[src/rtl/mod_mul_pipe_pkg.sv]
// Shared constants for the Dilithium modular-multiplier pipeline.
//   DIL_Q   Dilithium modulus q = 2^23 - 2^13 + 1
//   DIL_W   width of a residue mod q
//   PROD_W  width of the full unsigned product of two residues
//   FOLD_K  q = 2^DIL_W - 2^FOLD_K + 1, so 2^DIL_W == 2^FOLD_K - 1 (mod q)
package mod_mul_pipe_pkg;

    localparam int DIL_W  = 23;
    localparam int PROD_W = 46;
    localparam int FOLD_K = 13;

    localparam logic [DIL_W-1:0] DIL_Q = 23'd8380417;

endpackage

[src/rtl/mod_mul_pipe_dred.sv]
// DRed: combinational reduction of a 46-bit unsigned product modulo q = 8380417.
//   p    in   46   product to reduce
//   out  out  23   p mod q, always in [0, q-1] for any 46-bit p
// Each fold replaces hi*2^23 by hi*(2^13 - 1), which is congruent mod q.
// Three folds bring any 46-bit value below 2*q, so one conditional
// subtraction yields the canonical residue.
module mod_mul_pipe_dred
    import mod_mul_pipe_pkg::*;
(
    input  logic [PROD_W-1:0] p,
    output logic [DIL_W-1:0]  out
);

    // Bounds: t1 < 2^37, t2 < 2^27 + 2^23, t3 < 2^23 + 17*8191 < 2*q.
    logic [36:0] t1;
    logic [27:0] t2;
    logic [23:0] t3;

    // NOTE: every signal written in an always_comb block is assigned on every
    // path; a missing assignment would infer a latch.
    always_comb begin
        t1  = ({14'd0, p[45:23]} << FOLD_K) - {14'd0, p[45:23]} + {14'd0, p[22:0]};
        t2  = ({14'd0, t1[36:23]} << FOLD_K) - {14'd0, t1[36:23]} + {5'd0, t1[22:0]};
        t3  = ({19'd0, t2[27:23]} << FOLD_K) - {19'd0, t2[27:23]} + {1'b0, t2[22:0]};
        out = t3[22:0];
        if (t3 >= {1'b0, DIL_Q}) begin
            out = t3[22:0] - DIL_Q;
        end
    end

endmodule

[src/rtl/mod_mul_pipe.sv]
// Three-stage pipelined modular multiplier: res = (a*b) mod 8380417.
//   clk, rst_n            clock (rising edge), asynchronous active-low reset
//   in_valid/in_ready     operand handshake; in_ready depends combinationally on out_ready
//   a, b, in_tag          operands (expected < Q) and sideband tag
//   out_valid/out_ready   result handshake
//   res, out_tag          reduced product and its tag, held stable while stalled
//   busy                  some stage holds a valid entry
//   range_err, err_clr    sticky flag for an accepted operand >= Q; err_clr clears it
// S1 registers {a,b,tag}, S2 registers the 46-bit product, S3 registers DRed(product).
// Each stage loads when empty or when its entry leaves in the same cycle, so
// bubbles collapse and a full pipe still streams one result per cycle.
module mod_mul_pipe
    import mod_mul_pipe_pkg::*;
#(
    parameter int               TAG_W = 4,
    parameter logic [DIL_W-1:0] Q     = DIL_Q
) (
    input  logic             clk,
    input  logic             rst_n,
    input  logic             in_valid,
    output logic             in_ready,
    input  logic [DIL_W-1:0] a,
    input  logic [DIL_W-1:0] b,
    input  logic [TAG_W-1:0] in_tag,
    output logic             out_valid,
    input  logic             out_ready,
    output logic [DIL_W-1:0] res,
    output logic [TAG_W-1:0] out_tag,
    output logic             busy,
    output logic             range_err,
    input  logic             err_clr
);

    // S1 data holds {a, b}; S2 data holds the product. Both are PROD_W wide.
    typedef struct packed {
        logic              v;
        logic [PROD_W-1:0] data;
        logic [TAG_W-1:0]  tag;
    } stage_t;

    typedef struct packed {
        logic              v;
        logic [DIL_W-1:0]  data;
        logic [TAG_W-1:0]  tag;
    } res_stage_t;

    stage_t     s1, s2;
    res_stage_t s3;

    // Held low through reset and for the first cycle after release.
    logic rdy_en;

    logic s1_ready, s2_ready, s3_ready;
    logic in_fire, bad_op;
    logic [PROD_W-1:0] prod;
    logic [DIL_W-1:0]  dred_out;

    // A stage can take a new entry if it is empty or its entry moves on now.
    assign s3_ready = !s3.v || out_ready;
    assign s2_ready = !s2.v || s3_ready;
    assign s1_ready = !s1.v || s2_ready;

    assign in_ready = rdy_en && s1_ready;
    assign in_fire  = in_valid && in_ready;
    assign bad_op   = (a >= Q) || (b >= Q);

    assign prod = PROD_W'(s1.data[PROD_W-1:DIL_W]) * PROD_W'(s1.data[DIL_W-1:0]);

    mod_mul_pipe_dred u_dred (
        .p   (s2.data),
        .out (dred_out)
    );

    // NOTE: all state, data registers included, is cleared by the asynchronous
    // reset and updated with non-blocking assignments only.
    always_ff @(posedge clk or negedge rst_n) begin
        if (!rst_n) begin
            s1        <= '0;
            s2        <= '0;
            s3        <= '0;
            rdy_en    <= 1'b0;
            range_err <= 1'b0;
        end else begin
            rdy_en <= 1'b1;

            if (s1_ready) begin
                s1.v <= in_fire;
                if (in_fire) begin
                    s1.data <= {a, b};
                    s1.tag  <= in_tag;
                end
            end

            if (s2_ready) begin
                s2.v <= s1.v;
                if (s1.v) begin
                    s2.data <= prod;
                    s2.tag  <= s1.tag;
                end
            end

            // Data only changes when a valid entry arrives, so a stalled
            // result stays put.
            if (s3_ready) begin
                s3.v <= s2.v;
                if (s2.v) begin
                    s3.data <= dred_out;
                    s3.tag  <= s2.tag;
                end
            end

            // A new error outranks a simultaneous clear.
            if (in_fire && bad_op) begin
                range_err <= 1'b1;
            end else if (err_clr) begin
                range_err <= 1'b0;
            end
        end
    end

    assign out_valid = s3.v;
    assign res       = s3.data;
    assign out_tag   = s3.tag;
    assign busy      = s1.v || s2.v || s3.v;

endmodule

[config.mk]
export PLATFORM = sky130hd
export DESIGN_NAME = mod_mul_pipe
export DESIGN_NICKNAME = d
export VERILOG_FILES = /design/src/rtl/mod_mul_pipe_pkg.sv /design/src/rtl/mod_mul_pipe_dred.sv /design/src/rtl/mod_mul_pipe.sv
export SDC_FILE = /design/constraint.sdc
export NUM_CORES = 2
export LEC_CHECK = 0
export ABC_AREA = 0
export BUFFER_PORTS_ARGS = -buffer_cell sky130_fd_sc_hd__buf_2
export CORE_AREA = 2 2 220 222
export DETAILED_ROUTE_END_ITERATION = 16
export DIE_AREA = 0 0 222 224
export GPL_ROUTABILITY_DRIVEN = 0
export PLACE_DENSITY = 0.86
export SYNTH_ARGS = -nofsm -noshare
export SYNTH_HDL_FRONTEND = slang
export SYNTH_SLANG_ARGS = --single-unit
[constraint.sdc]
create_clock -name clk -period 10.6 [get_ports clk]
set_input_delay 1.06 -clock clk [delete_from_list [all_inputs] [get_ports clk]]
set_output_delay 1.06 -clock clk [all_outputs]
set_load 0.02 [all_outputs]
; Word-level counts from Yosys, hierarchy flattened
; Index checks and enable logic that the tools add are counted.
[word_totals]
regBits = 132
input_bits = 55
out_inout_bits = 31
wordCells = 41
[classes]
addsub = 7
multipliers = 1
order_cmp = 3
n_mux = 3
reduce_logical = 16
[op_table]
columns = op, count
row1 = $ge 23x23->1 const B, 2
row2 = $mul 23x23->46, 1
row3 = $add 37x23->37, 1
row4 = $sub 36x23->37, 1
row5 = $add 28x23->28, 1
row6 = $sub 27x14->28, 1
row7 = $add 24x23->24, 1
row8 = $ge 24x23->1 const B, 1
row9 = $mux 23, 1
row10 = $sub 23x23->23 const B, 1
row11 = $sub 18x5->19, 1
row12 = $logic_or 1x1->1, 6
row13 = $reduce_and 2->1, 3
row14 = $logic_and 1x1->1, 3
row15 = $logic_not 1->1, 3
row16 = $mux 1, 2
row17 = $reduce_bool 2->1, 1

; Logic depth before layout (Yosys ltp)
[depth]
depth_word = 8
depth_mapped = 51
depth_no_buf = 47

; Hierarchy
; From an unflattened synthesis, not the netlist that was laid out.
[hier_totals]
hier_cells = 3434
hier_area_um2 = 29762.3
[modules_own_cells]
columns = mod, n_inst, cells_per_inst, area_per_inst_um2, seq_area_each_um2
row1 = mod_mul_pipe, 1, 2454, 22861.9, 3303.2
row2 = mod_mul_pipe_dred, 1, 980, 6900.4, 0.0

; Least setup slack after synthesis
; Ideal clock, no wire load.
[synth_path]
path_kind = flip-flop to flip-flop
start = register s2[29] (netlist bit)
end = register s3, in the netlist res[20]
setup_time_ns = 0.135
t_arrival_ns = 9.360
t_required_ns = 10.465
setup_slack_ns = 1.105
path_stages_with_launch = 44
n_path_buf = 2
synth_period_minus_slack_ns = 9.495
path_cell_list = dfrtp_1 > inv_1 > ha_1 > ha_1 > a211o_1 > a2111oi_4 > nor3_2 > o211a_4 > o21ai_0 > nand2b_1 > a21oi_1 > nand2b_1 > a22oi_1 > nand2b_1 > nor2_1 > or3_1 > xnor2_1 > ha_1 > (+8 left out) > xor2_2 > nor2_1 > nand2_1 > ha_1 > o211a_1 > o21ai_0 > a32oi_1 > a21oi_1 > o21ai_0 > a311o_1 > a21oi_1 > nor3_1 > or3_4 > a2111oi_4 > a21oi_2 > buf_2 > nor4_1 > o31ai_1
[synth_via]
elab_chain_cells = 8
word_cells_on_any_way = 9
cone_classes = add/sub (7) / order compare (1) / mux (1)
[synth_rtl]
columns = item, line
row1 = "start, declared", mod_mul_pipe.sv:47  ; stage_t s1, s2;
row2 = $sub 36x23->37 *, mod_mul_pipe_dred.sv:22  ; t1 = ({14'd0, p[45:23]} << FOLD_K) - {14'd0, p[45:23]} + {14'd0, p[22:0]};
row3 = $add 37x23->37 *, mod_mul_pipe_dred.sv:22
row4 = $sub 27x14->28, mod_mul_pipe_dred.sv:23  ; t2 = ({14'd0, t1[36:23]} << FOLD_K) - {14'd0, t1[36:23]} + {5'd0, t1[22:0]};
row5 = $add 28x23->28 *, mod_mul_pipe_dred.sv:23
row6 = $sub 18x5->19, mod_mul_pipe_dred.sv:24  ; t3 = ({19'd0, t2[27:23]} << FOLD_K) - {19'd0, t2[27:23]} + {1'b0, t2[22:0]};
row7 = $add 24x23->24 *, mod_mul_pipe_dred.sv:24
row8 = $sub 23x23->23 or $ge 24x23->1 (tied branches), "mod_mul_pipe_dred.sv:27, mod_mul_pipe_dred.sv:26"
row9 = $mux 23 *, mod_mul_pipe_dred.sv:26  ; if (t3 >= {1'b0, DIL_Q}) begin
row10 = "end, declared", mod_mul_pipe.sv:48  ; res_stage_t s3;
; Mark *: on every way between the ends. The rest lies on a longest branch, timed or not.
; A chain may end at the register's enable or synchronous reset.

; Worst setup path after layout
[layout_path]
start = register s2[28] (netlist bit)
end = register s3, in the netlist res[6]
; Same word-level chain as after synthesis.

==> metrics.cfg <==
[timing]
slew_of_the_pin_with_the_lowest_slew_margin_ps = 1265
fmaxAchievable_ghz = 0.1006
finClkSkew_ps = 27.62
max_transition_margin = 0.1569
min_period_over_period = 0.9375
slew_violations = 0
setup_tns_final_ps = 0
post-route-min-period_ps = 9938
timing.final.setup_violations = 0
hold_viol_final = 0

[setup_path]
worstSetupPathType = flip-flop to flip-flop
cp_data_required_time_ps = 10990
critical_path.max_fanout = 9
max_stage_delay_ps = 470
critPathSlowestCell = sky130_fd_sc_hd__a2111o_1
critical_path_arrival_ps = 10330
end_kind = flip-flop
cp-start-kind = flip-flop

[drt]
num_vias = 22727
dr.pass1.iters = 5
drtAntennaViolNets = 0
routedWlPerCell_um = 18.48
drt-initial-drc-count = 1986
route.final.wire_length_um = 71180
drcViolationCount = 0
drt-vias-per-instance = 5.900

[floorplan]
die_width_um = 222
floorplan.core_area_um2 = 47350
ios = 86
std_cell_rows = 80
starting_density_of_the_core = 0.5940
die_height_um = 224
die_area_um2 = 49730

[synthesis]
mappedNetlistNets = 4024
yosysSeqAreaShare = 0.1174
synth_top_area_frac = 0.3210
synth.avg_cell_area_um2 = 8.721
synthDistinctLibCells = 76
synthDominantAreaCellType = sky130_fd_sc_hd__fa_1
synth_async_sr_flop_share = 1.000
postSynthRegisterBits = 132
synth_top_flop_cell = sky130_fd_sc_hd__dfrtp_1
synth_cells = 3225
synth_enable_flop_cells = 0
synthTopCellsByArea = sky130_fd_sc_hd__fa_1, sky130_fd_sc_hd__ha_1, sky130_fd_sc_hd__dfrtp_1
syn-cell-area_um2 = 28120
ys_warn_count = 0

[cts]
tritoncts_clock_tree = built
postCtsHoldBufs = 0
cts.path.max_buffers = 2
clock_latency_ps = 490
cts-buffers-inserted = 17
clock_transition_at_the_registers_of_the_reported_paths_ps = 60
cts_sinks = 132
cts_max_level = 4
cts_root_buf = sky130_fd_sc_hd__clkbuf_16

[global_route]
total_routing_usage_gr = 0.2966
antenna_found_initial = 1
grt_overflow_total = 0
global_route_wire_length_before_repair_um = 117300
pin_count_of_the_biggest_net_entering_global_routing = 93
via_count_of_the_first_global_routing_pass = 23636

[finish]
mostFrequentLayoutCell = sky130_fd_sc_hd__inv_1
drive_above_1_share = 0.07661
nets = 4023
postLayoutCellArea_um2 = 29740
stdcell_count = 3852
antennaDiodeCount = 0
layout.cells.most_common_list = sky130_fd_sc_hd__inv_1, sky130_fd_sc_hd__nand2_1, sky130_fd_sc_hd__fa_1
syn_to_final_growth_pct = 5.752

[flow_run]
timing.max_cap.violations = 0

[placed_design]
place_area_um2 = 29010
buffer_ports.inserted = 85
dp_hpwl_um = 55960
placed_cells_incl_taps = 3817

[outcome]
run_status = finished clean

[min_path]
min_path_type = flip-flop to flip-flop

logic make-up after synthesis:
| logic type | Yosys count | share of synthesized area |
|---|---|---|
| and+or+nand+nor | 987 | 0.1652 |
| buffers and inverters | 721 | 0.09627 |
| xor gates and xnor gates | 113 | 0.03572 |
| adders and majority gates | 744 | 0.4514 |
| muxes | 70 | 0.02763 |
| AOI/OAI and AO/OA | 457 | 0.1062 |
| DFF | 132 | 0.1174 |
| other | 1 | 0.0001333 |
synthesized netlist by cell type (4+ instances only):
library cell	instances
sky130_fd_sc_hd__xor2_1	44
sky130_fd_sc_hd__dfrtp_1	132
sky130_fd_sc_hd__o211ai_1	11
sky130_fd_sc_hd__clkbuf_1	125
sky130_fd_sc_hd__nor3b_1	6
sky130_fd_sc_hd__nor2_1	105
sky130_fd_sc_hd__o21ai_0	118
sky130_fd_sc_hd__buf_1	6
sky130_fd_sc_hd__o2111ai_1	4
sky130_fd_sc_hd__a22oi_1	5
sky130_fd_sc_hd__o22ai_1	5
sky130_fd_sc_hd__a211oi_1	16
sky130_fd_sc_hd__or4_1	5
sky130_fd_sc_hd__a21boi_0	5
sky130_fd_sc_hd__nand2_1	505
sky130_fd_sc_hd__or2_2	7
sky130_fd_sc_hd__xnor2_1	67
sky130_fd_sc_hd__nand2b_1	26
sky130_fd_sc_hd__a31o_2	7
sky130_fd_sc_hd__o221ai_1	4
sky130_fd_sc_hd__nor4_1	14
sky130_fd_sc_hd__and3_1	16
sky130_fd_sc_hd__a21o_1	60
sky130_fd_sc_hd__mux2i_1	9
sky130_fd_sc_hd__inv_1	589
sky130_fd_sc_hd__and2_1	181
sky130_fd_sc_hd__o21a_1	19
sky130_fd_sc_hd__or3_1	20
sky130_fd_sc_hd__ha_1	293
sky130_fd_sc_hd__nand4_1	18
sky130_fd_sc_hd__a31oi_1	18
sky130_fd_sc_hd__mux2_2	61
sky130_fd_sc_hd__fa_1	451
sky130_fd_sc_hd__o31ai_1	13
sky130_fd_sc_hd__nor2b_1	13
sky130_fd_sc_hd__a2111oi_0	4
sky130_fd_sc_hd__nor3_1	26
sky130_fd_sc_hd__o21bai_1	17
sky130_fd_sc_hd__a211o_1	6
sky130_fd_sc_hd__and4_1	7
sky130_fd_sc_hd__nand3_1	27
sky130_fd_sc_hd__a21oi_1	111
what timing repair did:
item	CTS	global route
setup buffers	0	2
cloned	0	1
setup endpoints to repair	10	23
pin swaps	0	4
gates resized for setup	1	16
registers in the layout, summed over array words and instances, names as in the netlist:
signal,count
s2,51
res,23
range_err,1
rdy_en,1
out_tag,4
s1,51
out_valid,1
final timing paths:
check | startpoint | endpoint | slack (ps) | depth (start not counted)
worst max-delay path | s2[28]$_DFFE_PN0P_ | res[6]$_DFFE_PN0P_ | 660 | 44
worst min-delay path | res[8]$_DFFE_PN0P_ | res[8]$_DFFE_PN0P_ | 470 | 2
worst max register to register | s2[28]$_DFFE_PN0P_ | res[6]$_DFFE_PN0P_ | 660 | 44
worst min register to register | res[8]$_DFFE_PN0P_ | res[8]$_DFFE_PN0P_ | 470 | 2
max in group asynchronous | rst_n | s1[24]$_DFFE_PN0P_ | 8700 | 2
min in group asynchronous | rst_n | res[16]$_DFFE_PN0P_ | 570 | 1
through the flow:
| stage | worst slack [ps] | hold WS, ps | utilization |
|---|---|---|---|
| 3_3_place_gp | 404.8 | 441.6 | 0.6128 |
| 4_1_cts | 10.36 | 474.8 | 0.6264 |
| 5_1_grt | -62.13 | 500.1 | 0.6282 |
| 6_report | 662.3 | 471.3 | 0.6282 |
| 3_5_place_dp | -77.69 | 460.2 | 0.6128 |
| 2_1_floorplan | 1106 | 433.1 | - |
worst max-delay path: cells and delay by family (launching register included):
kind,cells,cell delay (ps)
mux,1,280
simple gates,9,1620
buf+inv,3,320
fa+ha+maj,6,2000
xor+xnor,2,380
flops,1,370
compound gates,23,4880
cell type report:
cell class,instances,area [um^2]
clock buffer,19,442.9
clock inverter,13,193.9
fill,3742,17600
inverter,589,2211
multi-input combinational,2373,22200
sequential,132,3303
tap,615,769.5
timing repair buffer,111,626.9
routing by layer:
layer | GRT usage | vias up | share of wire
met4 | 0.1255 | 0 | 0.042
met3 | 0.06230 | 238 | 0.091
met5 | 0 | - | 0
met2 | 0.4993 | 1042 | 0.48
li1 | - | 10212 | -
met1 | 0.3727 | 11235 | 0.38
Power is not shown: default switching activity piles up to over one toggle a cycle in this logic, so the estimate is an artifact.
